**src/rtl/estacionamiento_sensor_gen.sv**
```systemverilog
`default_nettype none
//------------------------------------------------------------------------------
// Module : estacionamiento_sensor_gen
// Brief  : Drives active-low btnA/btnB through the 4-phase parking sensor
//          pattern for one command per handshake. `define SHADOW_COUNT_EN
//          adds a shadow occupancy counter (exp_count/exp_full).
// Rev    : 1.0 - initial release
//------------------------------------------------------------------------------
module estacionamiento_sensor_gen #(
   parameter int STEP_CYCLES = 1,
   parameter int MAX_CARS    = 7
) (
   input  logic                          clk,
   input  logic                          reset,
   input  logic                          cmd_valid,
   input  logic [1:0]                    cmd_type,
   output logic                          cmd_ready,
   input  logic                          abort,
   output logic                          btnA,
   output logic                          btnB,
   output logic                          busy,
   output logic                          done
`ifdef SHADOW_COUNT_EN
   ,
   output logic [$clog2(MAX_CARS+1)-1:0] exp_count,
   output logic                          exp_full
`endif
);

   localparam int SW = $clog2(STEP_CYCLES + 1);
   localparam logic [SW-1:0] C_STEP_LAST = SW'(STEP_CYCLES - 1);

   localparam logic [2:0] S_IDLE = 3'd0;
   localparam logic [2:0] S_PH0  = 3'd1;
   localparam logic [2:0] S_PH1  = 3'd2;
   localparam logic [2:0] S_PH2  = 3'd3;
   localparam logic [2:0] S_PH3  = 3'd4;

   localparam logic [1:0] CMD_CAR_IN   = 2'b00;
   localparam logic [1:0] CMD_CAR_OUT  = 2'b01;
   localparam logic [1:0] CMD_PERSON_A = 2'b10;
   localparam logic [1:0] CMD_PERSON_B = 2'b11;

   logic [2:0]    state_q, state_d;
   logic [SW-1:0] step_q,  step_d;
   logic [1:0]    type_q,  type_d;
   logic [1:0]    btn_q,   btn_d;   // {btnA, btnB}
   logic          done_q,  done_d;

   always_ff @(posedge clk or posedge reset) begin
      if (reset) begin
         state_q <= S_IDLE;
         step_q  <= '0;
         type_q  <= CMD_CAR_IN;
         btn_q   <= 2'b11;
         done_q  <= 1'b0;
      end else begin
         state_q <= state_d;
         step_q  <= step_d;
         type_q  <= type_d;
         btn_q   <= btn_d;
         done_q  <= done_d;
      end
   end

   // abort takes priority over both phase advance and a same-cycle accept
   always_comb begin
      state_d = state_q;
      step_d  = step_q;
      type_d  = type_q;
      case (state_q)
         S_IDLE: begin
            if (cmd_valid && !abort) begin
               state_d = S_PH0;
               step_d  = C_STEP_LAST;
               type_d  = cmd_type;
            end
         end
         S_PH0, S_PH1, S_PH2, S_PH3: begin
            if (abort) begin
               state_d = S_IDLE;
               step_d  = '0;
            end else if (step_q == '0) begin
               state_d = (state_q == S_PH3) ? S_IDLE : 3'(state_q + 3'd1);
               step_d  = (state_q == S_PH3) ? '0 : C_STEP_LAST;
            end else begin
               step_d  = step_q - SW'(1);
            end
         end
         default: begin
            state_d = S_IDLE;
            step_d  = '0;
         end
      endcase
   end

   // Outputs are computed from the next state so the registered lines align with it
   always_comb begin
      btn_d  = 2'b11;
      done_d = (state_d == S_PH3) && (step_d == '0);
      case (type_d)
         CMD_CAR_IN: begin
            case (state_d)
               S_PH0:   btn_d = 2'b01;
               S_PH1:   btn_d = 2'b00;
               S_PH2:   btn_d = 2'b10;
               default: btn_d = 2'b11;
            endcase
         end
         CMD_CAR_OUT: begin
            case (state_d)
               S_PH0:   btn_d = 2'b10;
               S_PH1:   btn_d = 2'b00;
               S_PH2:   btn_d = 2'b01;
               default: btn_d = 2'b11;
            endcase
         end
         CMD_PERSON_A: btn_d = (state_d == S_PH0) ? 2'b01 : 2'b11;
         CMD_PERSON_B: btn_d = (state_d == S_PH0) ? 2'b10 : 2'b11;
         default:      btn_d = 2'b11;
      endcase
   end

   assign btnA      = btn_q[1];
   assign btnB      = btn_q[0];
   assign done      = done_q;
   assign busy      = (state_q != S_IDLE);
   assign cmd_ready = (state_q == S_IDLE);

`ifdef SHADOW_COUNT_EN
   localparam int CW = $clog2(MAX_CARS + 1);
   localparam logic [CW-1:0] C_MAX = CW'(MAX_CARS);

   logic [CW-1:0] count_q, count_d;

   always_comb begin
      count_d = count_q;
      if (done_q) begin
         if (type_q == CMD_CAR_IN && count_q != C_MAX)
            count_d = count_q + CW'(1);
         else if (type_q == CMD_CAR_OUT && count_q != '0)
            count_d = count_q - CW'(1);
      end
   end

   always_ff @(posedge clk or posedge reset) begin
      if (reset) count_q <= '0;
      else       count_q <= count_d;
   end

   assign exp_count = count_q;
   assign exp_full  = (count_q == C_MAX);
`endif

endmodule
`default_nettype wire

```
**config.mk**
```make
export PLATFORM = sky130hd
export DESIGN_NAME = estacionamiento_sensor_gen
export DESIGN_NICKNAME = d
export VERILOG_FILES = /design/src/rtl/estacionamiento_sensor_gen.sv
export SDC_FILE = /design/constraint.sdc
export NUM_CORES = 1
export LEC_CHECK = 0
export BUFFER_PORTS_ARGS = -buffer_cell sky130_fd_sc_hd__buf_2
export CAP_MARGIN = 20
export CORE_ASPECT_RATIO = 0.9
export CORE_MARGIN = 2
export CORE_UTILIZATION = 40
export CTS_CLUSTER_DIAMETER = 200
export DETAILED_ROUTE_END_ITERATION = 10
export PLACE_DENSITY = 0.59
export SYNTH_ARGS = -nofsm -noshare
export SYNTH_HDL_FRONTEND = slang
export SYNTH_SLANG_ARGS = --single-unit
```
**constraint.sdc**
```tcl
create_clock -name clk -period 3 [get_ports clk]
set_clock_uncertainty 0.15 [all_clocks]
set_input_delay 0.3 -clock clk [delete_from_list [all_inputs] [get_ports clk]]
set_output_delay 0.3 -clock clk [all_outputs]
set_load 0.005 [all_outputs]
```
==> impl_metrics.yaml <==
timing:
  drv_slew: 0
  finalSetupViolCount: 0
  worstMarginPinSlew_ns: 0.351
  finalHoldViolCount: 0
  slew_headroom: 0.764
  min_period_ns: 2.14
  finalSetupTns_ns: 0
  max_freq_mhz: 467
  rsz0062_at_grt: "false"
  fin_crit_sh: 0.714
cells_and_area:
  seq_area_um2: 228
  n_antenna_cell: 0
  final_util: 0.486
  drive_gt1_frac: 0.319
  fillers: 135
  multi_input_area_um2: 324
  nNetsFinal: 84
  layout-area-overhead-vs-synth_pct: 17.5
clocking:
  clk_latency_ns: 0.26
  clock_sinks: 9
  tritoncts: "built"
  clock_path_buffers: 2
  numCtsBuffers: 3
  h-tree-depth: 1
  ctsResizeCount: 0
  cts_root_buf: "clkbuf_4"
  path_clk_slew_ns: 0.07
grt:
  grt_pass1_wl_um: 1860
  grt_overflow: 0
  gr-usage-all-layers: 0.149
  grt_pass1_vias: 418
  grt_max_degree: 10
  antenna_found_initial: 0
logic_synthesis:
  synth_ff_type: "dfrtp_1"
  synth_most_common_cell: "inv_1"
  yosys.area.top_type_share: 0.299
  synth_nets: 69
  async_reset_ff_frac: 1.00
  synth_cell_type_count: 32
  syn_inst: 58
  ys_seq_elements: 9
  yosys-top-cells-count: "inv_1, dfrtp_1, ha_1"
  ys_seq_area_frac: 0.389
  avgSynthCellArea_um2: 10.1
  yosysTopAreaCell: "dfrtp_1"
  yosysWarnings: 0
  synth-edff-count: 0
  yosys-top-cells-area: "dfrtp_1, ha_1, dfstp_2, mux2i_1, inv_1"
  netlist_area_um2: 586
worst_setup_path:
  start_kind: "register"
  cp_data_arrival_time_ns: 2.19
  crit_start: "state_q[0]"
  end_kind: "register"
  criticalPathCategory: "register to register"
  rr_startpoint: "state_q[0]"
  crit_chain: "ha_1 -> ha_1 -> or3_1 -> a31oi_1 -> nand4_2 -> and2_4 -> mux2i_1"
  critical-path-slowest-cell: "dfrtp_1"
  critPathMostFrequentCell: "ha_1"
  required_ns: 3.04
  cp_num_buf_inv: 0
  worstPathMaxFanout: 7
  cp_top_family: "simple AND/OR/NAND/NOR gates"
  cpPeakStageDelay_ns: 0.45
power:
  ir_drop_uv: 433
  p_per_area_mw_per_mm2: 815
  power_leakage_uw: 0.000325
hold_path:
  min_from: "cmd_type[0]"
  hp-class: "input pin to register"
flow_run:
  cap_violations: 0
placement:
  io_buffers: 10
  place_congestion: 0.752
  dp_hpwl_um: 829
routing:
  post_drt_via_cell_ratio: 5.33
  drcViolationCount: 0
  wl_per_cell_um: 12.6
  drt-total-wl_um: 1100
  routed-via-count: 464
  antenna_left: 0
  dr.pass1.iters: 3
  drtIter0Drc: 17
die:
  core_region_area_mm2: 0.00142
  die_x_um: 44.3
  io_pins: 11
  row_count: 13
  fp.dieArea_mm2: 0.00179
  die_h_um: 40.3
  initial_core_util: 0.414
status:
  status: "complete, no violations"
==> stage by stage <==
step           instance area, um^2  setup WS [ns]  hold slack [ns]  cells  power, uW
2_1_floorplan                  586           1.01          -0.0235     58        397
3_5_place_dp                   651          0.877            0.128     82        468
6_report                       688          0.857            0.152     87        561
3_3_place_gp                   651          0.901            0.123     82        469
4_1_cts                        688          0.865            0.149     87        566
5_1_grt                        688          0.718            0.152     87        615
==> registers in the layout, summed over array words and instances, names as in the netlist <==
register / cells
btn_q: 2
step_q: 1
state_q: 3
done: 1
type_q: 2
==> layer usage <==
metal,vias up,GRT usage,wire (um)
li1,234,-,-
met4,0,0,0
met3,0,0.0856,69
met5,-,0,0
met2,11,0.235,477
met1,219,0.189,548
==> logic make-up after synthesis <==
logic type,Yosys count,share of synthesized area
compound gates,9,0.118
fa+ha+maj,5,0.107
buf+inv,9,0.0577
flops,9,0.389
mux,4,0.0705
simple gates,22,0.259
==> worst paths after layout <==
| kind | slack, ns | cells past startpoint | endpoint |
|---|---|---|---|
| min in group asynchronous | 0.40 | 3 | state_q[0] |
| hold reg to reg | 0.36 | 2 | type_q[0] |
| setup / recovery | 0.86 | 7 | btn_q[0] |
| hold / removal | 0.15 | 3 | type_q[0] |
| setup reg to reg | 0.86 | 7 | btn_q[0] |
| max in group asynchronous | 2.00 | 3 | btn_q[1] |
==> where the power goes <==
group          switching [uW]  leakage [uW]  internal (uW)  total [uW]
sequential               24.1      0.000112            165         189
combinational             144      0.000195            135         279
clock                    43.9     0.0000177           49.2        93.0
==> cells in the final DEF, fill, tap and decap left out, types with 2 or more instances in the layout <==
master and count:
dfstp_2 2, inv_1 8, dfrtp_1 7, clkbuf_4 3, nor3_1 2, nor2_1 3, nand2_1 3, ha_1 5
buf_2 10, mux2i_1 3, nor4_1 2
==> area by class of cell <==
class,instances,area share
clock buffers,3,0.0327
inverters,8,0.0436
flip-flops and latches,9,0.331
multi-input cells,40,0.471
well taps,15,0.0273
repair buffers,11,0.0873
clock inverters,1,0.00727
==> worst reg2reg max path: stages, from the launching register on <==
cell     delay [ns]
dfrtp_1        0.45
ha_1           0.23
ha_1           0.23
or3_1          0.32
a31oi_1        0.20
nand4_2        0.16
and2_4         0.19
mux2i_1        0.14
==> what timing repair did <==
action / 4_1_cts / 5_1_grt
buffers inserted: 0 / 0
endpoints found under the hold margin: 7 / 0
hold buffers: 1 / 0
No activity file was read; power rests on OpenSTA's default activity.
